[config.mk]
export PLATFORM = sky130hd
export DESIGN_NAME = prim_arbiter_wrr_pkt_flat
export DESIGN_NICKNAME = d
export VERILOG_FILES = /design/src/rtl/prim_arbiter_wrr_pkt_pkg.sv /design/src/rtl/prim_arbiter_wrr_pkt_if.sv /design/src/rtl/prim_arbiter_wrr_pkt_pick.sv /design/src/rtl/prim_arbiter_wrr_pkt.sv /design/src/flat_wrapper.sv
export SDC_FILE = /design/constraint.sdc
export NUM_CORES = 1
export LEC_CHECK = 0
export BUFFER_PORTS_ARGS = -buffer_cell sky130_fd_sc_hd__buf_4
export CAP_MARGIN = 20
export CORE_ASPECT_RATIO = 0.5
export CORE_MARGIN = 2
export CORE_UTILIZATION = 45
export DETAILED_ROUTE_END_ITERATION = 6
export HOLD_SLACK_MARGIN = 0.1
export PLACE_DENSITY_LB_ADDON = 0.25
export SLEW_MARGIN = 20
export SYNTH_ARGS = -nofsm -noshare
export SYNTH_HDL_FRONTEND = slang
export SYNTH_HIERARCHICAL = 1
export SYNTH_SLANG_ARGS = --single-unit
[constraint.sdc]
create_clock -name clk_i -period 5.7 [get_ports clk_i]
set_input_delay 0.285 -clock clk_i [delete_from_list [all_inputs] [get_ports clk_i]]
set_output_delay 0.285 -clock clk_i [all_outputs]
set_load 0.05 [all_outputs]
[src/rtl/prim_arbiter_wrr_pkt_pkg.sv]
// prim_arbiter_pkg: shared types for the weighted round-robin packet arbiter.
// Holds the arbiter lock state enum, used by the top level and exposed on its
// debug port.
package prim_arbiter_pkg;

  // ArbFree: a new winner may be chosen this cycle.
  // ArbBusy: a multi-beat packet is in flight and the winner is locked.
  typedef enum logic [0:0] {
    ArbFree = 1'b0,
    ArbBusy = 1'b1
  } arb_state_e;

endpackage

[src/rtl/prim_arbiter_wrr_pkt_if.sv]
// prim_arbiter_wrr_pkt_if: request/grant bundle between N packet sources and
// one sink, routed through prim_arbiter_wrr_pkt.
//   req_i/last_i/data_i : per-port beat request, last-beat flag and data
//   weight_i            : per-port packets-per-round
//   gnt_o/idx_o         : one-hot grant and winner index
//   valid_o/data_o/last_o/ready_i : beat offered to the sink and its backpressure
// Handshake: a beat transfers on a cycle where valid_o && ready_i. A source
// keeps req_i (and its last_i/data_i) stable until its gnt_o bit is seen; the
// arbiter keeps idx_o stable while valid_o is high and ready_i is low.
// Modports: slave = arbiter side, master = sources + sink side.
interface prim_arbiter_wrr_pkt_if #(
  parameter int N  = 4,
  parameter int DW = 32,
  parameter int WW = 4
);
  localparam int IdxW = $clog2(N);

  logic [N-1:0]    req_i;
  logic [N-1:0]    last_i;
  logic [DW-1:0]   data_i   [N];
  logic [WW-1:0]   weight_i [N];
  logic [N-1:0]    gnt_o;
  logic [IdxW-1:0] idx_o;
  logic            valid_o;
  logic [DW-1:0]   data_o;
  logic            last_o;
  logic            ready_i;

  modport slave (
    input  req_i, last_i, data_i, weight_i, ready_i,
    output gnt_o, idx_o, valid_o, data_o, last_o
  );

  modport master (
    output req_i, last_i, data_i, weight_i, ready_i,
    input  gnt_o, idx_o, valid_o, data_o, last_o
  );
endinterface

[src/rtl/prim_arbiter_wrr_pkt_pick.sv]
// prim_rr_pick: combinational round-robin picker.
// Finds the first set bit of req_i scanning ptr_i, ptr_i+1, ... modulo N.
//   req_i    : candidate mask
//   ptr_i    : scan start index (always < N)
//   onehot_o : one-hot of the chosen index (0 when nothing set)
//   idx_o    : chosen index (0 when nothing set)
//   found_o  : any bit set in req_i
module prim_rr_pick #(
  parameter  int N    = 4,
  localparam int IdxW = $clog2(N)
) (
  input  logic [N-1:0]    req_i,
  input  logic [IdxW-1:0] ptr_i,
  output logic [N-1:0]    onehot_o,
  output logic [IdxW-1:0] idx_o,
  output logic            found_o
);

  logic [N-1:0]    w_rot;
  logic [IdxW-1:0] w_lead;
  int              w_sum;

  // Rotate so that position 0 corresponds to ptr_i.
  always_comb begin
    w_rot = '0;
    for (int i = 0; i < N; i++) begin
      w_rot[i] = req_i[IdxW'((i + int'(ptr_i)) % N)];
    end
  end

  // Lowest set bit of the rotated mask.
  always_comb begin
    found_o = 1'b0;
    w_lead  = '0;
    for (int i = N - 1; i >= 0; i--) begin
      if (w_rot[i]) begin
        found_o = 1'b1;
        w_lead  = IdxW'(i);
      end
    end
  end

  // Un-rotate; both operands are < N so one conditional subtract suffices,
  // which also keeps non-power-of-2 N correct.
  always_comb begin
    w_sum = int'(w_lead) + int'(ptr_i);
    if (w_sum >= N) w_sum = w_sum - N;
    idx_o    = found_o ? IdxW'(w_sum) : '0;
    onehot_o = found_o ? (N'(1) << idx_o) : '0;
  end

endmodule

[src/rtl/prim_arbiter_wrr_pkt.sv]
// prim_arbiter_wrr_pkt: N:1 weighted round-robin packet arbiter.
// Grants whole packets, locking the winner until its last beat is accepted.
// Each port may win up to weight_i[p] consecutive packets per round; credits
// are reloaded from weight_i when a packet completes and its port had no
// credit left.
//   clk_i, rst_ni : clock, asynchronous active-low reset
//   bus           : slave side of prim_arbiter_wrr_pkt_if
//   dbg_st_o      : lock state (ArbFree/ArbBusy)
//   dbg_ptr_o     : round-robin scan pointer
module prim_arbiter_wrr_pkt
  import prim_arbiter_pkg::*;
#(
  parameter  int N          = 4,
  parameter  int DW         = 32,
  parameter  int WW         = 4,
  parameter  bit EnDataPort = 1'b1,
  localparam int IdxW       = $clog2(N)
) (
  input  logic                   clk_i,
  input  logic                   rst_ni,
  prim_arbiter_wrr_pkt_if.slave  bus,
  output arb_state_e             dbg_st_o,
  output logic [IdxW-1:0]        dbg_ptr_o
);

  arb_state_e      r_st;
  logic [IdxW-1:0] r_cur;
  logic [IdxW-1:0] r_ptr;
  logic [WW-1:0]   r_credit [N];

  logic [N-1:0]    w_elig, w_oh_e, w_oh_r, w_win_oh, w_idx_oh;
  logic [IdxW-1:0] w_idx_e, w_idx_r, w_win, w_idx, w_ptr_nxt;
  logic            w_found_e, w_found_r;
  logic            w_valid, w_last, w_acc, w_done, w_reload;
  logic [WW-1:0]   w_base, w_rem;

  function automatic logic [WW-1:0] wt_min1(input logic [WW-1:0] w);
    return (w == '0) ? WW'(1) : w;
  endfunction

  always_comb begin
    w_elig = '0;
    for (int p = 0; p < N; p++) begin
      w_elig[p] = bus.req_i[p] & (r_credit[p] != '0);
    end
  end

  prim_rr_pick #(.N(N)) u_pick_elig (
    .req_i(w_elig), .ptr_i(r_ptr), .onehot_o(w_oh_e), .idx_o(w_idx_e), .found_o(w_found_e)
  );

  prim_rr_pick #(.N(N)) u_pick_req (
    .req_i(bus.req_i), .ptr_i(r_ptr), .onehot_o(w_oh_r), .idx_o(w_idx_r), .found_o(w_found_r)
  );

  // Credited requesters win first; otherwise fall back to any requester.
  assign w_win    = w_found_e ? w_idx_e : w_idx_r;
  assign w_win_oh = w_found_e ? w_oh_e  : w_oh_r;

  assign w_idx    = (r_st == ArbBusy) ? r_cur : w_win;
  assign w_idx_oh = (r_st == ArbBusy) ? (N'(1) << r_cur) : w_win_oh;
  assign w_valid  = (r_st == ArbBusy) ? bus.req_i[r_cur] : w_found_r;
  assign w_last   = w_valid & bus.last_i[w_idx];
  assign w_acc    = w_valid & bus.ready_i;
  assign w_done   = w_acc & w_last;

  // A winner with zero credit can only come from the fallback pick, so that
  // condition marks a reload round; credits do not move while locked, so the
  // same test holds at the end of a locked packet.
  assign w_reload = (r_credit[w_idx] == '0);
  assign w_base   = w_reload ? wt_min1(bus.weight_i[w_idx]) : r_credit[w_idx];
  assign w_rem    = (w_base != '0) ? (w_base - 1'b1) : '0;

  // Keep the pointer on the winner while it still has credit so it can take
  // its next packet; otherwise move past it, wrapping at N-1.
  assign w_ptr_nxt = (w_rem != '0)              ? w_idx :
                     (w_idx == IdxW'(N - 1))    ? '0    : (w_idx + 1'b1);

  always_ff @(posedge clk_i or negedge rst_ni) begin
    if (!rst_ni) begin
      r_st  <= ArbFree;
      r_cur <= '0;
      r_ptr <= '0;
      for (int p = 0; p < N; p++) r_credit[p] <= '0;
    end else begin
      case (r_st)
        ArbFree: begin
          if (w_valid && !(bus.ready_i && w_last)) begin
            r_st  <= ArbBusy;
            r_cur <= w_win;
          end
        end
        ArbBusy: begin
          if (w_done) r_st <= ArbFree;
        end
        default: r_st <= ArbFree;
      endcase

      if (w_done) begin
        if (w_reload) begin
          for (int p = 0; p < N; p++) r_credit[p] <= wt_min1(bus.weight_i[p]);
        end
        // Later assignment overrides the reload value for the winner.
        r_credit[w_idx] <= w_rem;
        r_ptr           <= w_ptr_nxt;
      end
    end
  end

  assign bus.idx_o   = w_idx;
  assign bus.valid_o = w_valid;
  assign bus.last_o  = w_last;
  assign bus.gnt_o   = w_acc ? w_idx_oh : '0;
  assign bus.data_o  = EnDataPort ? bus.data_i[w_idx] : '1;

  assign dbg_st_o  = r_st;
  assign dbg_ptr_o = r_ptr;

  a_gnt_onehot : assert property (@(posedge clk_i) disable iff (!rst_ni)
    $onehot0(bus.gnt_o));
  a_gnt_ready : assert property (@(posedge clk_i) disable iff (!rst_ni)
    (bus.gnt_o != '0) |-> bus.ready_i);
  a_hold_stall : assert property (@(posedge clk_i) disable iff (!rst_ni)
    (w_valid && !bus.ready_i) |=> $stable(w_idx));
  a_hold_busy : assert property (@(posedge clk_i) disable iff (!rst_ni)
    (r_st == ArbBusy && !w_done) |=> $stable(w_idx));
  m_req_stable : assume property (@(posedge clk_i) disable iff (!rst_ni)
    ((bus.req_i & ~bus.gnt_o) != '0) |=>
      (($past(bus.req_i & ~bus.gnt_o) & ~bus.req_i) == '0));

endmodule
[src/flat_wrapper.sv]
// flat-port wrapper written by rule: the top's interface ports become plain ports
module prim_arbiter_wrr_pkt_flat import prim_arbiter_pkg::*;
#(
  parameter  int N          = 4,
  parameter  int DW         = 32,
  parameter  int WW         = 4,
  parameter  bit EnDataPort = 1'b1,
  localparam int IdxW       = $clog2(N)
)
  (clk_i, rst_ni, dbg_st_o, dbg_ptr_o, bus_req_i, bus_last_i, bus_data_i, bus_weight_i, bus_ready_i, bus_gnt_o, bus_idx_o, bus_valid_o, bus_data_o, bus_last_o);
  prim_arbiter_wrr_pkt_if #(.N(N), .DW(DW), .WW(WW)) bus_i ();
  input  logic clk_i;
  input  logic rst_ni;
  output arb_state_e dbg_st_o;
  output logic [IdxW-1:0] dbg_ptr_o;
  input wire logic [$bits(bus_i.req_i)-1:0] bus_req_i;
  input wire logic [$bits(bus_i.last_i)-1:0] bus_last_i;
  input wire logic [$bits(bus_i.data_i)-1:0] bus_data_i;
  input wire logic [$bits(bus_i.weight_i)-1:0] bus_weight_i;
  input wire logic [$bits(bus_i.ready_i)-1:0] bus_ready_i;
  output wire logic [$bits(bus_i.gnt_o)-1:0] bus_gnt_o;
  output wire logic [$bits(bus_i.idx_o)-1:0] bus_idx_o;
  output wire logic [$bits(bus_i.valid_o)-1:0] bus_valid_o;
  output wire logic [$bits(bus_i.data_o)-1:0] bus_data_o;
  output wire logic [$bits(bus_i.last_o)-1:0] bus_last_o;
  assign bus_i.req_i = bus_req_i;
  assign bus_i.last_i = bus_last_i;
  assign bus_i.data_i = {>>{bus_data_i}};
  assign bus_i.weight_i = {>>{bus_weight_i}};
  assign bus_i.ready_i = bus_ready_i;
  assign bus_gnt_o = bus_i.gnt_o;
  assign bus_idx_o = bus_i.idx_o;
  assign bus_valid_o = bus_i.valid_o;
  assign bus_data_o = bus_i.data_o;
  assign bus_last_o = bus_i.last_o;
  prim_arbiter_wrr_pkt #(.N(N), .DW(DW), .WW(WW), .EnDataPort(EnDataPort)) u_core (.clk_i(clk_i), .rst_ni(rst_ni), .bus(bus_i), .dbg_st_o(dbg_st_o), .dbg_ptr_o(dbg_ptr_o));
endmodule
# Word level (Yosys, flattened, before mapping)
# Cells that the tools add are included.
[totals]
register_bits = 21
input_bits = 155
output_inout_bits = 43
elab_cells = 137
[op_classes]
n_addsub = 9
magnitude_cmp = 10
n_eq_ne = 1
n_shift = 3
n_mux = 81
bitwise_logic = 9
reduce_logical = 17
[ops]
columns = ["operator", "count"]
rows = [
  ["$bmux 32 s2", 1],
  ["$mux 32", 2],
  ["$mux 4", 16],
  ["$mux 16", 2],
  ["$mux 2", 16],
  ["$mux 1", 29],
  ["$logic_not 4->1", 6],
  ["$reduce_bool 4->1", 6],
  ["$bmux 1 s2", 10],
  ["$bmux 4 s2", 2],
  ["$bwmux 16", 1],
  ["$lt 2x4->1 const B", 4],
  ["$shl 1x2->4 const A", 3],
  ["$ge 3x3->1 const B", 3],
  ["$demux 4 s2", 1],
  ["$and 1x1->1", 7],
  ["$add 2x2->3", 2],
  ["$lt 2x3->1 const B", 2],
  ["$add 2x2->2 const A", 2],
  ["$sub 2x1->2 const B", 2],
  ["$sub 4x1->4 const B", 1],
  ["$logic_and 1x1->1", 3],
  ["$lt 3x1->1 const B", 1],
  ["$not 2->3", 1],
  ["7 further kinds", 7],
]

# Longest topological paths before layout
[depth]
word_depth = 26
ltp_mapped = 21
mapped_depth_nobuf = 17

# Modules after synthesis
# The synthesis kept the hierarchy.
[by_module_without_submodules]
columns = ["mod", "instances", "cells_per_inst", "area_each_um2", "seq_area_each_um2"]
rows = [
  ["prim_arbiter_wrr_pkt", 1, 249, 2711.4, 525.5],
  ["prim_rr_pick", 2, 40, 296.5, 0.0],
]

# Worst setup path before layout
# OpenSTA, ideal clock, no wires.
[synth_path]
path_kind = "register to register"
from = "register u_core/r_credit[12] in the netlist's numbering"
to = "register u_core/r_credit[7] in the netlist's numbering"
setup_ns = 0.127
t_arrival_ns = 4.505
required_time_ns = 5.573
slack_ns = 1.068
stages_incl_launch_ff = 21
path_buffers = 5
period_less_slack_ns = 4.632
path_cell_list = "dfrtp_1 -> o41a_1 -> buf_4 -> nor2_1 -> a2bb2oi_1 -> o211ai_1 -> o21a_1 -> ha_1 -> xor2_2 -> o21ai_1 -> mux2_4 -> mux2i_4 -> buf_6 -> buf_4 -> clkbuf_1 -> inv_1 -> ha_1 -> clkbuf_1 -> or3_1 -> a21oi_1 -> nor3_1"
[synth_between]
elab_chain_cells = 25
word_cells_on_any_way = 55
cone_classes = "add/sub: 3; order compare: 3; mux: 40; bitwise: 4; reduce/logical: 5"
[synth_lines]
columns = ["element", "line", "rtl"]
rows = [
  ["start: declaration", "prim_arbiter_wrr_pkt.sv:29", "logic [WW-1:0] r_credit [N];"],
  ["start signal: indexed assignment", "prim_arbiter_wrr_pkt.sv:104", "r_credit[w_idx] <= w_rem;"],
  ["$reduce_bool 4->1 (*)", "prim_arbiter_wrr_pkt.sv:44", "w_elig[p] = bus.req_i[p] & (r_credit[p] != '0);"],
  ["$and 1x1->1 (*)", "prim_arbiter_wrr_pkt.sv:44", ""],
  ["via u_core.w_elig[0]", "prim_arbiter_wrr_pkt.sv:31", "logic [N-1:0] w_elig, w_oh_e, w_oh_r, w_win_oh, w_idx_oh;"],
  ["$bmux 1 s2", "prim_arbiter_wrr_pkt_pick.sv:27", "w_rot[i] = req_i[IdxW'((i + int'(ptr_i)) % N)];"],
  ["$mux 1 (implied by the code) (2 in a row)", "prim_arbiter_wrr_pkt_pick.sv:27", ""],
  ["$mux 2 (4 in a row)", "prim_arbiter_wrr_pkt_pick.sv:36", "if (w_rot[i]) begin"],
  ["$add 2x2->3", "prim_arbiter_wrr_pkt_pick.sv:46", "w_sum = int'(w_lead) + int'(ptr_i);"],
  ["$ge 3x3->1 / $sub 2x1->2 (equally long branches)", "prim_arbiter_wrr_pkt_pick.sv:47", "if (w_sum >= N) w_sum = w_sum - N;"],
  ["[2 not listed]", "-", ""],
  ["via u_core.w_idx_e[1]", "prim_arbiter_wrr_pkt.sv:32", "logic [IdxW-1:0] w_idx_e, w_idx_r, w_win, w_idx, w_ptr_nxt;"],
  ["[2 not listed]", "-", ""],
  ["via bus_idx_o[1]", "flat_wrapper.sv:22", "output wire logic [$bits(bus_i.idx_o)-1:0] bus_idx_o;"],
  ["[1 not listed]", "-", ""],
  ["$bmux 4 s2", "prim_arbiter_wrr_pkt.sv:71", "assign w_base = w_reload ? wt_min1(bus.weight_i[w_idx]) : r_credit[w_idx];"],
  ["$mux 4 (implied by the code) (2 in a row)", "prim_arbiter_wrr_pkt.sv:71", ""],
  ["$logic_not 4->1", "prim_arbiter_wrr_pkt.sv:38", "return (w == '0) ? WW'(1) : w;"],
  ["$mux 4", "prim_arbiter_wrr_pkt.sv:38", ""],
  ["$mux 4", "prim_arbiter_wrr_pkt.sv:71", ""],
  ["$sub 4x1->4 / $reduce_bool 4->1 (equally long branches)", "prim_arbiter_wrr_pkt.sv:72", "assign w_rem = (w_base != '0) ? (w_base - 1'b1) : '0;"],
  ["$mux 4", "prim_arbiter_wrr_pkt.sv:72", ""],
  ["$bwmux 16", "prim_arbiter_wrr_pkt.sv:104", ""],
]
# Mark *: on every way through the listed nets, which the timed path passes. The rest lies on a longest branch. The select of a mux whose other input is x is not followed.
# A chain may end at the register's enable or synchronous reset.

# Worst setup path in the final report
[layout_path]
from = "register u_core/r_credit[12] in the netlist's numbering"
to = "register u_core/r_credit[5] in the netlist's numbering"
[layout_between]
elab_chain_cells = 25
word_cells_on_any_way = 55
cone_classes = "add/sub: 3; order compare: 3; mux: 40; bitwise: 4; reduce/logical: 5"
[layout_lines]
columns = ["element", "line"]
rows = [
  ["$reduce_bool 4->1 (*)", "prim_arbiter_wrr_pkt.sv:44"],
  ["$and 1x1->1 (*)", "prim_arbiter_wrr_pkt.sv:44"],
  ["via u_core.w_elig[0]", "prim_arbiter_wrr_pkt.sv:31"],
  ["$bmux 1 s2", "prim_arbiter_wrr_pkt_pick.sv:27"],
  ["$mux 1 (implied by the code) (2 in a row)", "prim_arbiter_wrr_pkt_pick.sv:27"],
  ["$mux 2 (4 in a row)", "prim_arbiter_wrr_pkt_pick.sv:36"],
  ["$add 2x2->3", "prim_arbiter_wrr_pkt_pick.sv:46"],
  ["$ge 3x3->1 / $sub 2x1->2 (equally long branches)", "prim_arbiter_wrr_pkt_pick.sv:47"],
  ["[2 not listed]", "-"],
  ["via u_core.w_idx_e[1]", "prim_arbiter_wrr_pkt.sv:32"],
  ["[3 not listed]", "-"],
  ["$bmux 4 s2", "prim_arbiter_wrr_pkt.sv:71"],
  ["$mux 4 (implied by the code) (2 in a row)", "prim_arbiter_wrr_pkt.sv:71"],
  ["$logic_not 4->1", "prim_arbiter_wrr_pkt.sv:38"],
  ["$mux 4", "prim_arbiter_wrr_pkt.sv:38"],
  ["$mux 4", "prim_arbiter_wrr_pkt.sv:71"],
  ["$sub 4x1->4 / $reduce_bool 4->1 (equally long branches)", "prim_arbiter_wrr_pkt.sv:72"],
  ["$mux 4", "prim_arbiter_wrr_pkt.sv:72"],
  ["$bwmux 16", "prim_arbiter_wrr_pkt.sv:104"],
]
# Marks and branches as above.

==> run summary <==
Total gr overflow: 0
Final critical-path share of the clock period: 91.7%
Syn avg cell area: 10.0 µm²
Drt initial violations: 319
DR DRC count: 0
Via count: 3715
Fill cell count: 610
Number of distinct library cells after synthesis: 62
Ant diodes: 0
NumNets Final: 672
Final setup violation count: 0
Fraction of final layout cells sized beyond drive strength 1: 53.9%
Crit path kind: reg -> reg
Ports placed on the boundary: 198
Maximum count of clock buffers along a single path: 2
Ranking of synthesized cells by instance count: sky130_fd_sc_hd__mux4_2 (35), sky130_fd_sc_hd__nand2_1 (35), sky130_fd_sc_hd__nor2_1 (26)
Worst endpoint required time: 5.83 ns
Floorplan core area: 0.00721 mm²
Number of synthesized flops with an enable pin: 0
Final total negative setup slack: 0 ns
Via count of the first global-routing pass: 3481
Achievable frequency: 191 MHz
Mapped cell area: 0.00330 mm²
Initial antenna violation count: 0
Wire length of the first global-routing pass: 18800 µm
Number of antenna-violating nets in the routed design: 0
WL/cell: 20.1 µm
Post-cts resize count: 0
CTS tree: yes
Result of the run: finished clean
Endpoint type of the worst setup path: flip-flop
First-pass iteration count of the detailed router: 5
Data arrival time of the critical path: 5.35 ns
Seq cells post-synth: 21
Class of the worst hold path: in -> reg
Placement Rows: 22
Cell type with the largest total area after synthesis: sky130_fd_sc_hd__mux4_2
Largest fanout of any net on the critical path: 19
Transition time at the pin with the least slew margin: 0.727 ns
Synth async-reset ratio: 100%
Final max-slew violation count: 0
Clock edge transition at the registers on the reported setup and hold paths: 0.06 ns
Area growth from synthesis to layout: 46.6%
Deepest level of the CTS H-tree: 1
Biggest area contributors in the synthesized netlist: sky130_fd_sc_hd__mux4_2 (24%), sky130_fd_sc_hd__dfrtp_1 (16%), sky130_fd_sc_hd__mux2i_1 (5.1%)
Sink count of the clock tree: 21
Port Buffer Count: 197
Cts bufs inserted: 3
Initial cell density of the core: 45.8%
Share of the synthesized area in the top cell type: 23.9%
Final Hold Fails: 0
Reg2Reg Setup Slack: 0.47 ns
Die X-Extent: 125 µm
Placed wire-length estimate after detailed placement: 9770 µm
All-Layer GR Usage: 29.3%
Setup repair after global routing missed its margin: no
CP Launch Type: flip-flop
Max-Slew Margin vs Limit: 50.5%
Cells after Synth: 329
Maximum number of pins on one net before global-route repair: 33
Number of warnings printed during yosys synthesis: 6
Clock insertion delay at the later pin of the skew report: 0.26 ns
Minimum period implied by the final worst setup slack: 5.23 ns
Via density per instance: 6.13
Seq/Total Area, Yosys: 15.9%
Total wirelength of the detailed-routed design: 12200 µm
Max-Cap Viols: 0
Die outline area: 0.00809 mm²
Root cell of the clock tree: sky130_fd_sc_hd__clkbuf_16
Net count after synthesis: 490
Routability congestion estimate from global placement: 0.935
Primary FF master, synth: sky130_fd_sc_hd__dfrtp_1
Y dimension of the die: 64.6 µm
Worst Skew: 0.00778 ns
[area by class of cell]
cell class	instances	area, µm²	share of cell area (%)
Clock buffer	4	78.8	1.63
Inverter	8	30.0	0.620
Multi-Input combinational cell	274	2560	52.9
Sequential cell	21	526	10.8
Tap cell	96	120	2.48
Timing Repair Buffer	203	1530	31.5
[per-layer routing]
metal | up-vias | share of wire [%] | track usage, %
li1 | 1680 | - | -
met1 | 1769 | 40 | 39.2
met2 | 241 | 49 | 49.8
met3 | 25 | 9.2 | 4.87
met4 | 0 | 1.7 | 8.06
met5 | - | 0 | 0
[kinds of logic after synthesis]
logic type      share of synthesized area, %
xor+xnor                                1.97
buf+inv                                 6.55
simple gates                            15.0
compound gates                          25.2
fa+ha+maj                               2.27
flops                                   15.9
mux                                     33.1
[placed cells by master (no fill, tap or decap), drive strengths merged, types with 9 or more instances in the layout]
cell     n
a21oi   19
a31oi   10
buf    202
dfrtp   21
mux2i   18
mux4    36
nand2   36
nor2    27
nor3     9
[stage by stage]
step	util (%)	std cells	hold slack, ns	worst slack [ns]	cell area [µm²]
CTS	67.2	606	0.330	0.569	4840
floorplan	-	329	-0.0106	1.07	3300
detailed placement	65.9	601	0.186	0.695	4750
global route	67.2	606	0.348	0.115	4840
global placement	65.9	601	0.188	0.792	4750
finish	67.2	606	0.334	0.472	4840
[worst max-delay path, stage by stage (launching register included)]
cell	delay, ns
sky130_fd_sc_hd__dfrtp_1	0.41
sky130_fd_sc_hd__o41a_1	0.55
sky130_fd_sc_hd__nor2_1	0.23
sky130_fd_sc_hd__a2bb2oi_1	0.17
sky130_fd_sc_hd__o211ai_1	0.10
sky130_fd_sc_hd__o21a_1	0.15
sky130_fd_sc_hd__ha_1	0.20
sky130_fd_sc_hd__xor2_2	0.38
sky130_fd_sc_hd__o21ai_1	0.12
sky130_fd_sc_hd__mux2_4	0.29
sky130_fd_sc_hd__mux2i_4	0.57
sky130_fd_sc_hd__o211ai_1	0.28
sky130_fd_sc_hd__a22oi_1	0.29
sky130_fd_sc_hd__nand3_1	0.43
sky130_fd_sc_hd__o21ai_4	0.44
sky130_fd_sc_hd__xor2_2	0.31
sky130_fd_sc_hd__o221ai_2	0.16
[timing repair]
action / CTS / global route
hold buffers: 1 / 0
hold endpoints to repair: 21 / 0
buffers inserted: 0 / 0
[path summary, 6_finish.rpt]
kind / to / depth (start not counted) / startpoint
worst max-delay path: u_core/r_credit[5]$_DFFE_PN0P_ / 16 / u_core/r_credit[12]$_DFFE_PN0P_
worst min-delay path: u_core/r_credit[5]$_DFFE_PN0P_ / 3 / bus_weight_i[5]
worst max register to register: u_core/r_credit[5]$_DFFE_PN0P_ / 16 / u_core/r_credit[12]$_DFFE_PN0P_
worst min register to register: u_core/r_credit[4]$_DFFE_PN0P_ / 1 / u_core/r_credit[4]$_DFFE_PN0P_
max in group asynchronous: u_core/r_cur[0]$_DFFE_PN0P_ / 2 / rst_ni
min in group asynchronous: u_core/r_cur[1]$_DFFE_PN0P_ / 2 / rst_ni
[flip-flops by register name (all words and copies together) (netlist names)]
name / count
u_core/dbg_ptr_o: 2
u_core/dbg_st_o: 1
u_core/r_credit: 16
u_core/r_cur: 2
Power is not shown: default switching activity piles up to over one toggle a cycle in this logic, so the estimate is an artifact.
